===== src/rtl/d5m_sensor_emulator.sv =====
// d5m_sensor_emulator
//   Stand-in for the TRDB-D5M parallel pixel interface. Generates frames of
//   H_ACTIVE x V_ACTIVE pixels with configurable blanking and a selectable
//   test pattern. All outputs are registered from the current state, so they
//   trail the state register by exactly one pixel clock.
// Ports
//   im_PIXLCLK      pixel clock
//   im_RST          synchronous active-high reset
//   im_ENABLE       run request, sampled in IDLE and at the end of each frame
//   im_PATTERN_SEL  test pattern, latched on FV_PRE entry
//   om_D5M_D        12-bit pixel data, 0 outside LVAL
//   om_D5M_FVAL     frame valid
//   om_D5M_LVAL     line valid
//   om_FRAME_DONE   one-cycle pulse in the first FVAL-low cycle of a frame
//   om_FRAME_CNT    completed-frame count
module d5m_sensor_emulator #(
  parameter int H_ACTIVE = 16,
  parameter int V_ACTIVE = 8,
  parameter int H_BLANK  = 4,
  parameter int V_BLANK  = 20,
  parameter int FV_LEAD  = 2,
  parameter int FV_TRAIL = 2
) (
  input  logic        im_PIXLCLK,
  input  logic        im_RST,
  input  logic        im_ENABLE,
  input  logic [1:0]  im_PATTERN_SEL,
  output logic [11:0] om_D5M_D,
  output logic        om_D5M_FVAL,
  output logic        om_D5M_LVAL,
  output logic        om_FRAME_DONE,
  output logic [15:0] om_FRAME_CNT
);

  typedef enum logic [2:0] {
    S_IDLE, S_VBLANK, S_FV_PRE, S_LINE, S_HBLANK, S_FV_POST
  } state_e;

  state_e      state_q, state_d;
  logic [31:0] cnt_q, cnt_d;      // phase cycle counter for blanking states
  logic [11:0] x_q, x_d;
  logic [15:0] y_q, y_d;
  logic [1:0]  pat_q, pat_d;

  logic [11:0] d_q, d_d;
  logic        fval_q, fval_d;
  logic        lval_q, lval_d;
  logic        done_q, done_d;
  logic [15:0] fcnt_q, fcnt_d;
  logic [11:0] pix;

  // state register
  always_ff @(posedge im_PIXLCLK) begin
    if (im_RST) begin
      state_q <= S_IDLE;
      cnt_q   <= '0;
      x_q     <= '0;
      y_q     <= '0;
      pat_q   <= '0;
    end else begin
      state_q <= state_d;
      cnt_q   <= cnt_d;
      x_q     <= x_d;
      y_q     <= y_d;
      pat_q   <= pat_d;
    end
  end

  // next-state logic
  always_comb begin
    state_d = state_q;
    cnt_d   = cnt_q + 32'd1;
    x_d     = x_q;
    y_d     = y_q;
    pat_d   = pat_q;
    unique case (state_q)
      S_IDLE: begin
        cnt_d = '0;
        if (im_ENABLE) state_d = S_VBLANK;
      end
      S_VBLANK: begin
        if (cnt_q == 32'(V_BLANK - 1)) begin
          state_d = S_FV_PRE;
          cnt_d   = '0;
          pat_d   = im_PATTERN_SEL;
        end
      end
      S_FV_PRE: begin
        if (cnt_q == 32'(FV_LEAD - 1)) begin
          state_d = S_LINE;
          cnt_d   = '0;
          x_d     = '0;
          y_d     = '0;
        end
      end
      S_LINE: begin
        cnt_d = '0;
        x_d   = x_q + 12'd1;
        if (x_q == 12'(H_ACTIVE - 1)) begin
          state_d = (y_q == 16'(V_ACTIVE - 1)) ? S_FV_POST : S_HBLANK;
        end
      end
      S_HBLANK: begin
        if (cnt_q == 32'(H_BLANK - 1)) begin
          state_d = S_LINE;
          cnt_d   = '0;
          x_d     = '0;
          y_d     = y_q + 16'd1;
        end
      end
      S_FV_POST: begin
        if (cnt_q == 32'(FV_TRAIL - 1)) begin
          state_d = im_ENABLE ? S_VBLANK : S_IDLE;
          cnt_d   = '0;
        end
      end
      default: state_d = S_IDLE;
    endcase
  end

  // output logic: next values of the registered outputs, derived from state_q
  always_comb begin
    unique case (pat_q)
      2'd0:    pix = x_q;
      2'd1:    pix = y_q[11:0];
      2'd2:    pix = (x_q[3] ^ y_q[3]) ? 12'hFFF : 12'h000;
      default: pix = x_q + fcnt_q[11:0];
    endcase
    fval_d = (state_q != S_IDLE) && (state_q != S_VBLANK);
    lval_d = (state_q == S_LINE);
    d_d    = lval_d ? pix : 12'h000;
    // frame ends on the FVAL falling transition; count bumps in the same cycle
    done_d = fval_q & ~fval_d;
    fcnt_d = fcnt_q + {15'd0, done_d};
  end

  always_ff @(posedge im_PIXLCLK) begin
    if (im_RST) begin
      d_q    <= '0;
      fval_q <= 1'b0;
      lval_q <= 1'b0;
      done_q <= 1'b0;
      fcnt_q <= '0;
    end else begin
      d_q    <= d_d;
      fval_q <= fval_d;
      lval_q <= lval_d;
      done_q <= done_d;
      fcnt_q <= fcnt_d;
    end
  end

  assign om_D5M_D      = d_q;
  assign om_D5M_FVAL   = fval_q;
  assign om_D5M_LVAL   = lval_q;
  assign om_FRAME_DONE = done_q;
  assign om_FRAME_CNT  = fcnt_q;

endmodule

===== config.mk =====
export PLATFORM = sky130hd
export DESIGN_NAME = d5m_sensor_emulator
export DESIGN_NICKNAME = d
export VERILOG_FILES = /design/src/rtl/d5m_sensor_emulator.sv
export SDC_FILE = /design/constraint.sdc
export NUM_CORES = 1
export LEC_CHECK = 0
export BUFFER_PORTS_ARGS = -buffer_cell sky130_fd_sc_hd__buf_2
export CAP_MARGIN = 10
export CORE_ASPECT_RATIO = 2
export CORE_MARGIN = 2
export CORE_UTILIZATION = 31
export CTS_CLUSTER_DIAMETER = 100
export DETAILED_ROUTE_END_ITERATION = 10
export PLACE_DENSITY_LB_ADDON = 0.2
export SLEW_MARGIN = 20
export SYNTH_ARGS = -nofsm -noshare
export SYNTH_HDL_FRONTEND = slang
export SYNTH_SLANG_ARGS = --single-unit

===== constraint.sdc =====
create_clock -name im_PIXLCLK -period 2.5 [get_ports im_PIXLCLK]
set_input_delay 0.125 -clock im_PIXLCLK [delete_from_list [all_inputs] [get_ports im_PIXLCLK]]
set_output_delay 0.125 -clock im_PIXLCLK [all_outputs]
set_load 0.01 [all_outputs]

==> results.json, run 1 <==
{
  "outcome": "finished clean",
  "drive_above_1_share": 0.141,
  "powerDensity_nw_per_um2": 600,
  "grt-ovfl-total": 0,
  "drt_iter0_markers": 263,
  "synth_area_um2": 5040,
  "globalRouteTotalUtil": 0.146,
  "clock_skew_ns": 0.0102,
  "via_per_inst": 4.98,
  "gp_congestion": 0.824,
  "period_share": 0.923,
  "path_max_fanout": 6,
  "routed.top_layer": "met4",
  "fin_hold_ws_ns": 0.0261,
  "tns_ns": 0,
  "drt-total-wl_um": 12000,
  "cts_hold_buf": 0,
  "chipWidth_um": 94.2,
  "drtPass1Iterations": 4,
  "antenna_found_initial": 0,
  "power_mw": 3.50,
  "ys_ff_latch": 96,
  "drc": 0,
  "rsz0062_at_grt": "false",
  "fmax_ghz": 0.433,
  "cts_buffers": 9,
  "ys.flop_type": "dfxtp_1",
  "slew_violations": 0,
  "die-area_um2": 17400,
  "die_h_um": 184,
  "slew_headroom": 0.665,
  "cts_tree": "built",
  "syn_avg_cell_area_um2": 8.42,
  "worstMarginPinSlew_ns": 0.502,
  "post-dp-hpwl_um": 8780,
  "avgRoutedWirePerCell_um": 14.1,
  "first_global_vias": 4054,
  "criticalPathCategory": "register to register",
  "grt_first_pass_wirelength_um": 20100,
  "num_io_pins": 36,
  "synthesis.nets": 622,
  "period_needed_ns": 2.31,
  "clock_sinks": 96,
  "crit_chain": "ha_1 -> fa_1 -> a211oi_1 -> o21bai_1 -> a31o_2 -> a221oi_1 -> or4_1 -> nand3_1",
  "critPathLaunchType": "register",
  "p_leak_nw": 2.22,
  "rows": 66,
  "setup_viol": 0,
  "ys_types": 59,
  "start_util": 0.313,
  "clockRootBuffer": "clkbuf_16",
  "critPathArrivalTime_ns": 2.54,
  "ys_seq_area_frac": 0.381,
  "yosys_warnings": 0,
  "path_buf_inv": 0,
  "met2_length_um": 5280,
  "grt_max_degree": 34,
  "critPathCaptureType": "register",
  "cpPeakStageDelay_ns": 0.42,
  "cts_buffer_depth": 2,
  "maxCapViolCount": 0,
  "drtAntennaViolNets": 0,
  "nets": 662,
  "numPortBuffers": 35,
  "diodes": 0,
  "synth_edf_count": 0,
  "area_growth_pct": 15.6,
  "met3_length_um": 367,
  "fillers": 1721,
  "cpLargestDelayFamily": "compound AO/OA/AOI/OAI gates",
  "core_area_um2": 16100,
  "clkTransAtPathRegs_ns": 0.07,
  "clkLatencyLatePin_ns": 0.35,
  "async_flop_share": 0,
  "syn_inst": 599,
  "slowest_stage": "fa_1",
  "wl_met1_um": 5940,
  "peakVddDrop_v": 0.000834,
  "hold_class": "input port to register",
  "cts_setup_buffers": 0,
  "vias": 4226,
  "htreeDepth": 3,
  "finalHoldViolations": 0,
  "cp_data_required_time_ns": 2.74
}
through the flow:
stage / instances / utilization / area, µm² / worst slack (ns)
after floorplan: 599 / - / 5040 / 0.389
after global placement: 832 / 0.345 / 5550 / 0.247
after detailed placement: 832 / 0.345 / 5550 / 0.205
after CTS: 848 / 0.362 / 5820 / 0.148
after global routing: 848 / 0.362 / 5830 / 0.0610
final: 848 / 0.362 / 5830 / 0.191
cells by family (layout without fill, tap and decap cells):
group                      after synthesis  in the layout  share of synthesized area
and+or+nand+nor                        276            276                      0.293
DFF                                     96             96                      0.381
AOI/OAI and AO/OA                       94             94                      0.116
xor gates and xnor gates                64             64                      0.111
buffers and inverters                   41             86                     0.0320
adders and majority gates               18             18                     0.0461
muxes                                   10             10                     0.0201
worst register-to-register path, cell delays in order, from the launching register on:
cell      delay (ns)
dfxtp_1         0.36
ha_1            0.23
fa_1            0.42
a211oi_1        0.24
o21bai_1        0.14
a31o_2          0.29
a221oi_1        0.30
or4_1           0.16
nand3_1         0.07
cell type report:
type / count / area, µm² / area share
tap: 204 / 255 / 0.0438
sequential: 96 / 1920 / 0.330
inverter: 14 / 52.6 / 0.00902
clock inverter: 5 / 41.3 / 0.00708
clock buffer: 11 / 233 / 0.0399
timing repair buffer: 56 / 358 / 0.0614
multi-input combinational: 462 / 2970 / 0.509
synthesized netlist by cell type, types with 2 or more instances:
| cell type | number | area [µm²] |
|---|---|---|
| a21oi_1 | 25 | 125 |
| or3_1 | 12 | 75.1 |
| or3b_2 | 5 | 43.8 |
| o21ai_0 | 36 | 180 |
| nand2_1 | 46 | 173 |
| nor2_1 | 86 | 323 |
| buf_2 | 6 | 30.0 |
| nor2b_1 | 3 | 18.8 |
| ha_1 | 17 | 213 |
| o21bai_1 | 3 | 22.5 |
| nand2b_1 | 7 | 43.8 |
| nand3b_1 | 3 | 22.5 |
| a21o_1 | 3 | 22.5 |
| nor3_1 | 9 | 45.0 |
| a221oi_1 | 3 | 26.3 |
| and3_1 | 15 | 93.8 |
| and4_1 | 5 | 43.8 |
| xor2_1 | 48 | 420 |
| a311oi_1 | 3 | 26.3 |
| nand3_1 | 29 | 145 |
| nand4_1 | 20 | 125 |
| or2_2 | 2 | 12.5 |
| xnor2_1 | 16 | 140 |
| nand4b_1 | 2 | 17.5 |
| o21a_1 | 3 | 22.5 |
| and2_1 | 9 | 56.3 |
| a31oi_1 | 5 | 31.3 |
| or4_1 | 3 | 22.5 |
| inv_1 | 13 | 48.8 |
| dfxtp_1 | 96 | 1920 |
| clkbuf_1 | 20 | 75.1 |
| nor4_1 | 8 | 50.1 |
| mux2i_1 | 9 | 90.1 |
| nor4_2 | 4 | 50.1 |
path summary, 6_finish.rpt:
| kind | startpoint | to | slack, ns | cells past startpoint |
|---|---|---|---|---|
| setup / recovery | x_q[0] | om_D5M_D[10] | 0.19 | 8 |
| hold reg to reg | cnt_q[0] | cnt_q[0] | 0.48 | 1 |
| hold / removal | im_PATTERN_SEL[0] | pat_q[0] | 0.03 | 3 |
| setup reg to reg | x_q[0] | om_D5M_D[10] | 0.19 | 8 |
power by group:
group | internal, mW | switching (mW)
clock network | 0.684 | 0.607
logic | 0.234 | 0.334
registers | 1.58 | 0.0640
per-layer routing:
metal | vias up | GRT usage
li1 | 2188 | -
met1 | 1931 | 0.204
met2 | 83 | 0.217
met3 | 24 | 0.0237
met4 | 0 | 0.0690
met5 | - | 0
sequential cells by signal, summed over array words and instances (netlist names):
name and cells:
om_FRAME_DONE 1, om_D5M_LVAL 1, pat_q 2, om_FRAME_CNT 16, x_q 12, y_q 16
state_q 3, cnt_q 32, om_D5M_FVAL 1, om_D5M_D 12
repair_timing:
item | 4_1_cts | 5_1_grt
gates resized for setup | 0 | 1
endpoints found under the hold margin | 0 | 0
setup endpoints to repair | 0 | 1
placed cells by master (no fill, tap or decap), types with 3 or more instances in the layout:
cell | synthesis | routed
or3_1 | 12 | 12
mux2i_1 | 9 | 9
nand3b_1 | 3 | 3
nor4_1 | 8 | 7
o21bai_1 | 3 | 3
a221oi_1 | 3 | 3
nand2_1 | 46 | 46
and3_1 | 15 | 15
o21ai_0 | 36 | 36
a21oi_1 | 25 | 25
or4_1 | 3 | 3
buf_2 | 6 | 35
a31oi_1 | 5 | 5
buf_4 | 0 | 19
and4_1 | 5 | 5
clkbuf_16 | 0 | 9
nor4_2 | 4 | 5
inv_1 | 13 | 13
xnor2_1 | 16 | 16
nand2b_1 | 7 | 7
dfxtp_1 | 96 | 96
xor2_1 | 48 | 48
ha_1 | 17 | 17
nor2b_1 | 3 | 3
nor3_1 | 9 | 9
nand4_1 | 20 | 20
o21a_1 | 3 | 3
nand3_1 | 29 | 29
or3b_2 | 5 | 5
a21o_1 | 3 | 3
and2_1 | 9 | 9
a311oi_1 | 3 | 3
nor2_1 | 86 | 86
No activity file was read; power rests on OpenSTA's default activity.
==> run 2, diff against run 1 <==
--- a/config.mk
+++ b/config.mk
@@ -12,7 +12,6 @@
 export CORE_UTILIZATION = 31
 export CTS_CLUSTER_DIAMETER = 100
 export DETAILED_ROUTE_END_ITERATION = 10
-export PLACE_DENSITY_LB_ADDON = 0.2
 export SLEW_MARGIN = 20
 export SYNTH_ARGS = -nofsm -noshare
 export SYNTH_HDL_FRONTEND = slang
==> results.json, run 2 (same netlist as run 1, synthesis figures left out) <==
{
  "power_mw": 3.55,
  "post-place-cells": 824,
  "grt_max_degree": 34,
  "critPathArrivalTime_ns": 2.52,
  "drtPass1Iterations": 4,
  "chipWidth_um": 94.2,
  "core_area_um2": 16100,
  "clock_skew_ns": 0.0111,
  "start_util": 0.313,
  "drive_above_1_share": 0.132,
  "cts_buffers": 9,
  "gp_congestion": 0.863,
  "peakVddDrop_v": 0.000765,
  "fmax_ghz": 0.438,
  "slew_headroom": 0.541,
  "grt_first_pass_wirelength_um": 19100,
  "diodes": 0,
  "grt-ovfl-total": 0,
  "multiInputGateArea_um2": 2960,
  "drtAntennaViolNets": 0,
  "criticalPathCategory": "register to register",
  "cts_hold_buf": 0,
  "numPortBuffers": 35,
  "stdcell_count": 840,
  "clkLatencyLatePin_ns": 0.35,
  "critPathLaunchType": "register",
  "maxCapViolCount": 0,
  "cts_tree": "built",
  "worst_slack_ns": 0.217,
  "period_share": 0.913,
  "slew_violations": 0,
  "fillers": 1672,
  "rows": 66,
  "setup_viol": 0,
  "period_needed_ns": 2.28,
  "clockRootBuffer": "clkbuf_16",
  "drt-total-wl_um": 11100,
  "area_growth_pct": 14.5,
  "placed_cell_area_um2": 5480,
  "largest_reg_flops": 32,
  "drc": 0,
  "outcome": "finished clean",
  "vias": 4229,
  "final_cell_mix": "dfxtp_1, nor2_1, xor2_1",
  "nets": 654,
  "powerDensity_nw_per_um2": 615,
  "p_leak_nw": 2.20,
  "final_cell_area_um2": 5770,
  "num_io_pins": 36,
  "htreeDepth": 3,
  "rsz0062_at_grt": "false",
  "place_ws_ns": 0.215,
  "layout_commonest_cell": "dfxtp_1",
  "via_per_inst": 5.03,
  "cp_data_required_time_ns": 2.73,
  "finalHoldViolations": 0,
  "first_global_vias": 3958,
  "critPathCaptureType": "register",
  "die-area_um2": 17400,
  "die_h_um": 184,
  "hold_class": "input port to register",
  "cts-resized-gates": 0,
  "post-dp-hpwl_um": 8330,
  "avgRoutedWirePerCell_um": 13.3,
  "worstMarginPinSlew_ns": 0.681,
  "fin_util": 0.359,
  "clock_sinks": 96,
  "cts_setup_buffers": 0,
  "clkTransAtPathRegs_ns": 0.07,
  "fin_hold_ws_ns": 0.0142,
  "path_max_fanout": 5,
  "drt_iter0_markers": 178,
  "cts_buffer_depth": 2,
  "regMostFlops": "cnt_q",
  "ff_latch_area_um2": 1920,
  "antenna_found_initial": 0,
  "tns_ns": 0,
  "globalRouteTotalUtil": 0.136
}
[run 2: cell count changes in the layout (fill, tap and decap cells not counted), sizes merged]
cell | before | now
buf | 56 | 48
clkbuf | 11 | 9
clkinvlp | 2 | 0
clkinv | 2 | 4
inv | 15 | 17
[run 2: where the power goes]
part | internal, mW | total, mW | switching [mW]
clock network | 0.708 | 1.36 | 0.656
logic | 0.222 | 0.545 | 0.323
registers | 1.58 | 1.64 | 0.0640
[run 2: worst max-delay path: stages (launching register included)]
cell      delay (ns)
dfxtp_1         0.35
nor4_1          0.36
nand4_2         0.27
o41a_1          0.45
o21bai_1        0.22
o21bai_1        0.19
mux2_1          0.32
[run 2: area by class of cell]
cell class | instances | share of cell area
Clock buffer | 9 | 0.0390
Clock inverter | 7 | 0.0128
Inverter | 14 | 0.00910
Multi-Input combinational cell | 462 | 0.513
Sequential cell | 96 | 0.333
Tap cell | 204 | 0.0442
Timing Repair Buffer | 48 | 0.0494
[run 2: final timing paths]
| check | start | to | slack, ns | depth (start not counted) |
|---|---|---|---|---|
| hold reg to reg | om_FRAME_CNT[15] | om_FRAME_CNT[15] | 0.49 | 2 |
| hold / removal | im_PATTERN_SEL[0] | pat_q[0] | 0.01 | 3 |
| setup / recovery | cnt_q[9] | state_q[0] | 0.22 | 6 |
| setup reg to reg | cnt_q[9] | state_q[0] | 0.22 | 6 |
[run 2: layer usage]
layer	global-route usage	part of all wire	vias to the layer above
li1	-	-	2175
met1	0.179	0.46	1946
met2	0.217	0.46	91
met3	0.0294	0.054	17
met4	0.0539	0.024	0
met5	0	0	-
==> run 3, diff against run 2 <==
--- a/config.mk
+++ b/config.mk
@@ -8,9 +8,10 @@
 export BUFFER_PORTS_ARGS = -buffer_cell sky130_fd_sc_hd__buf_2
 export CAP_MARGIN = 10
 export CORE_ASPECT_RATIO = 2
-export CORE_MARGIN = 2
+export CORE_MARGIN = 1
 export CORE_UTILIZATION = 31
 export CTS_CLUSTER_DIAMETER = 100
+export CTS_CLUSTER_SIZE = 40
 export DETAILED_ROUTE_END_ITERATION = 10
 export SLEW_MARGIN = 20
 export SYNTH_ARGS = -nofsm -noshare
==> results.json, run 3 (same netlist as run 1, synthesis figures left out) <==
{
  "outcome": "finished clean",
  "period_share": 0.937,
  "drive_above_1_share": 0.139,
  "place_ws_ns": 0.158,
  "via_per_inst": 5.16,
  "drc": 0,
  "tns_ns": 0,
  "power_frac_comb": 0.154,
  "p_switching_uw": 992,
  "routed.top_layer": "met4",
  "rows": 65,
  "cts_setup_buffers": 0,
  "cts_buffers": 9,
  "first_global_vias": 4363,
  "regMostFlops": "cnt_q",
  "clockRootBuffer": "clkbuf_16",
  "clkLatencyLatePin_ns": 0.35,
  "antenna_found_initial": 0,
  "die_h_um": 182,
  "rsz0062_at_grt": "false",
  "wl_met1_um": 4260,
  "gp_congestion": 0.855,
  "largest_reg_flops": 32,
  "whs_path_depth": 3,
  "power_mw": 3.67,
  "chipWidth_um": 92.2,
  "clock_skew_ns": 0.00698,
  "maxCapViolCount": 0,
  "period_needed_ns": 2.34,
  "core_area_um2": 15900,
  "worst_slack_ns": 0.157,
  "cts_tree": "built",
  "peakVddDrop_v": 0.000286,
  "numPortBuffers": 35,
  "cts_buffer_depth": 2,
  "fin_util": 0.369,
  "fmax_ghz": 0.427,
  "slew_violations": 0,
  "clock_sinks": 96,
  "drtAntennaViolNets": 0,
  "p_leak_nw": 2.23,
  "cp_data_required_time_ns": 2.72,
  "clkPwrFrac": 0.399,
  "criticalPathCategory": "register to register",
  "clkTransAtPathRegs_ns": 0.07,
  "fin_hold_ws_ns": 0.0396,
  "avgRoutedWirePerCell_um": 15.3,
  "drt_iter0_markers": 97,
  "area_growth_pct": 16.0,
  "final_cell_mix": "dfxtp_1, nor2_1, xor2_1",
  "grt-ovfl-total": 0,
  "intPower_mw": 2.68,
  "num_io_pins": 36,
  "start_util": 0.318,
  "ff_latch_area_um2": 1920,
  "setup_viol": 0,
  "diodes": 0,
  "critPathArrivalTime_ns": 2.56,
  "path_max_fanout": 6,
  "hold_class": "input port to register",
  "die-area_um2": 16800,
  "critPathLaunchType": "register",
  "p_sw_frac": 0.270,
  "post-dp-hpwl_um": 10000,
  "layout_commonest_cell": "dfxtp_1",
  "globalRouteTotalUtil": 0.162,
  "met2_length_um": 7480,
  "grt_first_pass_wirelength_um": 20900,
  "vias": 4352,
  "multiInputGateArea_um2": 2970,
  "htreeDepth": 3,
  "grt_max_degree": 34,
  "seqPwrFrac": 0.447,
  "powerDensity_nw_per_um2": 628,
  "finalHoldViolations": 0,
  "slew_headroom": 0.658,
  "r2r_cells": 8,
  "nets": 660,
  "fillers": 1701,
  "met3_length_um": 261,
  "critPathCaptureType": "register",
  "worstMarginPinSlew_ns": 0.509,
  "drt-total-wl_um": 12900,
  "drtPass1Iterations": 4
}
## run 3: power by group through the flow
stage          sequential (mW)  clock (mW)  combinational (mW)
6_report                  1.64        1.47               0.565
3_3_place_gp              1.68           0               0.573
2_1_floorplan             1.64           0               0.417
5_1_grt                   1.65        1.56               0.630
3_5_place_dp              1.68           0               0.570
4_1_cts                   1.64        1.50               0.576
## run 3: per-stage QoR
stage	cell area [µm²]	std cells
detailed placement	5530	827
global placement	5530	827
CTS	5840	843
floorplan	5040	599
finish	5850	843
global route	5850	843
## run 3: worst paths after layout
check,end,slack (ns),start
max,om_D5M_D[8],0.16,x_q[0]
min,pat_q[1],0.04,im_PATTERN_SEL[1]
max reg2reg,om_D5M_D[8],0.16,x_q[0]
min reg2reg,cnt_q[0],0.48,cnt_q[0]
## run 3: timing repair
action,4_1_cts,5_1_grt
hold buffers,0,0
setup endpoints to repair,0,2
resized for setup,0,1
## run 3: layout make-up
cell class / count / area share
clock buffer: 11 / 0.0398
clock inverter: 5 / 0.0139
inverter: 14 / 0.00899
multi-input combinational: 462 / 0.507
sequential: 96 / 0.329
tap: 201 / 0.0430
timing repair buffer: 54 / 0.0586
## run 3: critical path, stage by stage (launching register included)
cell and delay, ns:
dfxtp_1 0.35, ha_1 0.22, fa_1 0.42, a211oi_1 0.24, o21bai_1 0.13, a31o_2 0.29, a21oi_1 0.17, xor2_1 0.29
o31ai_2 0.11
## run 3: routing by layer
| layer | vias to the layer above | GRT usage |
|---|---|---|
| met4 | 0 | 0.124 |
| li1 | 2177 | - |
| met3 | 45 | 0.0246 |
| met5 | - | 0 |
| met2 | 75 | 0.333 |
| met1 | 2055 | 0.129 |
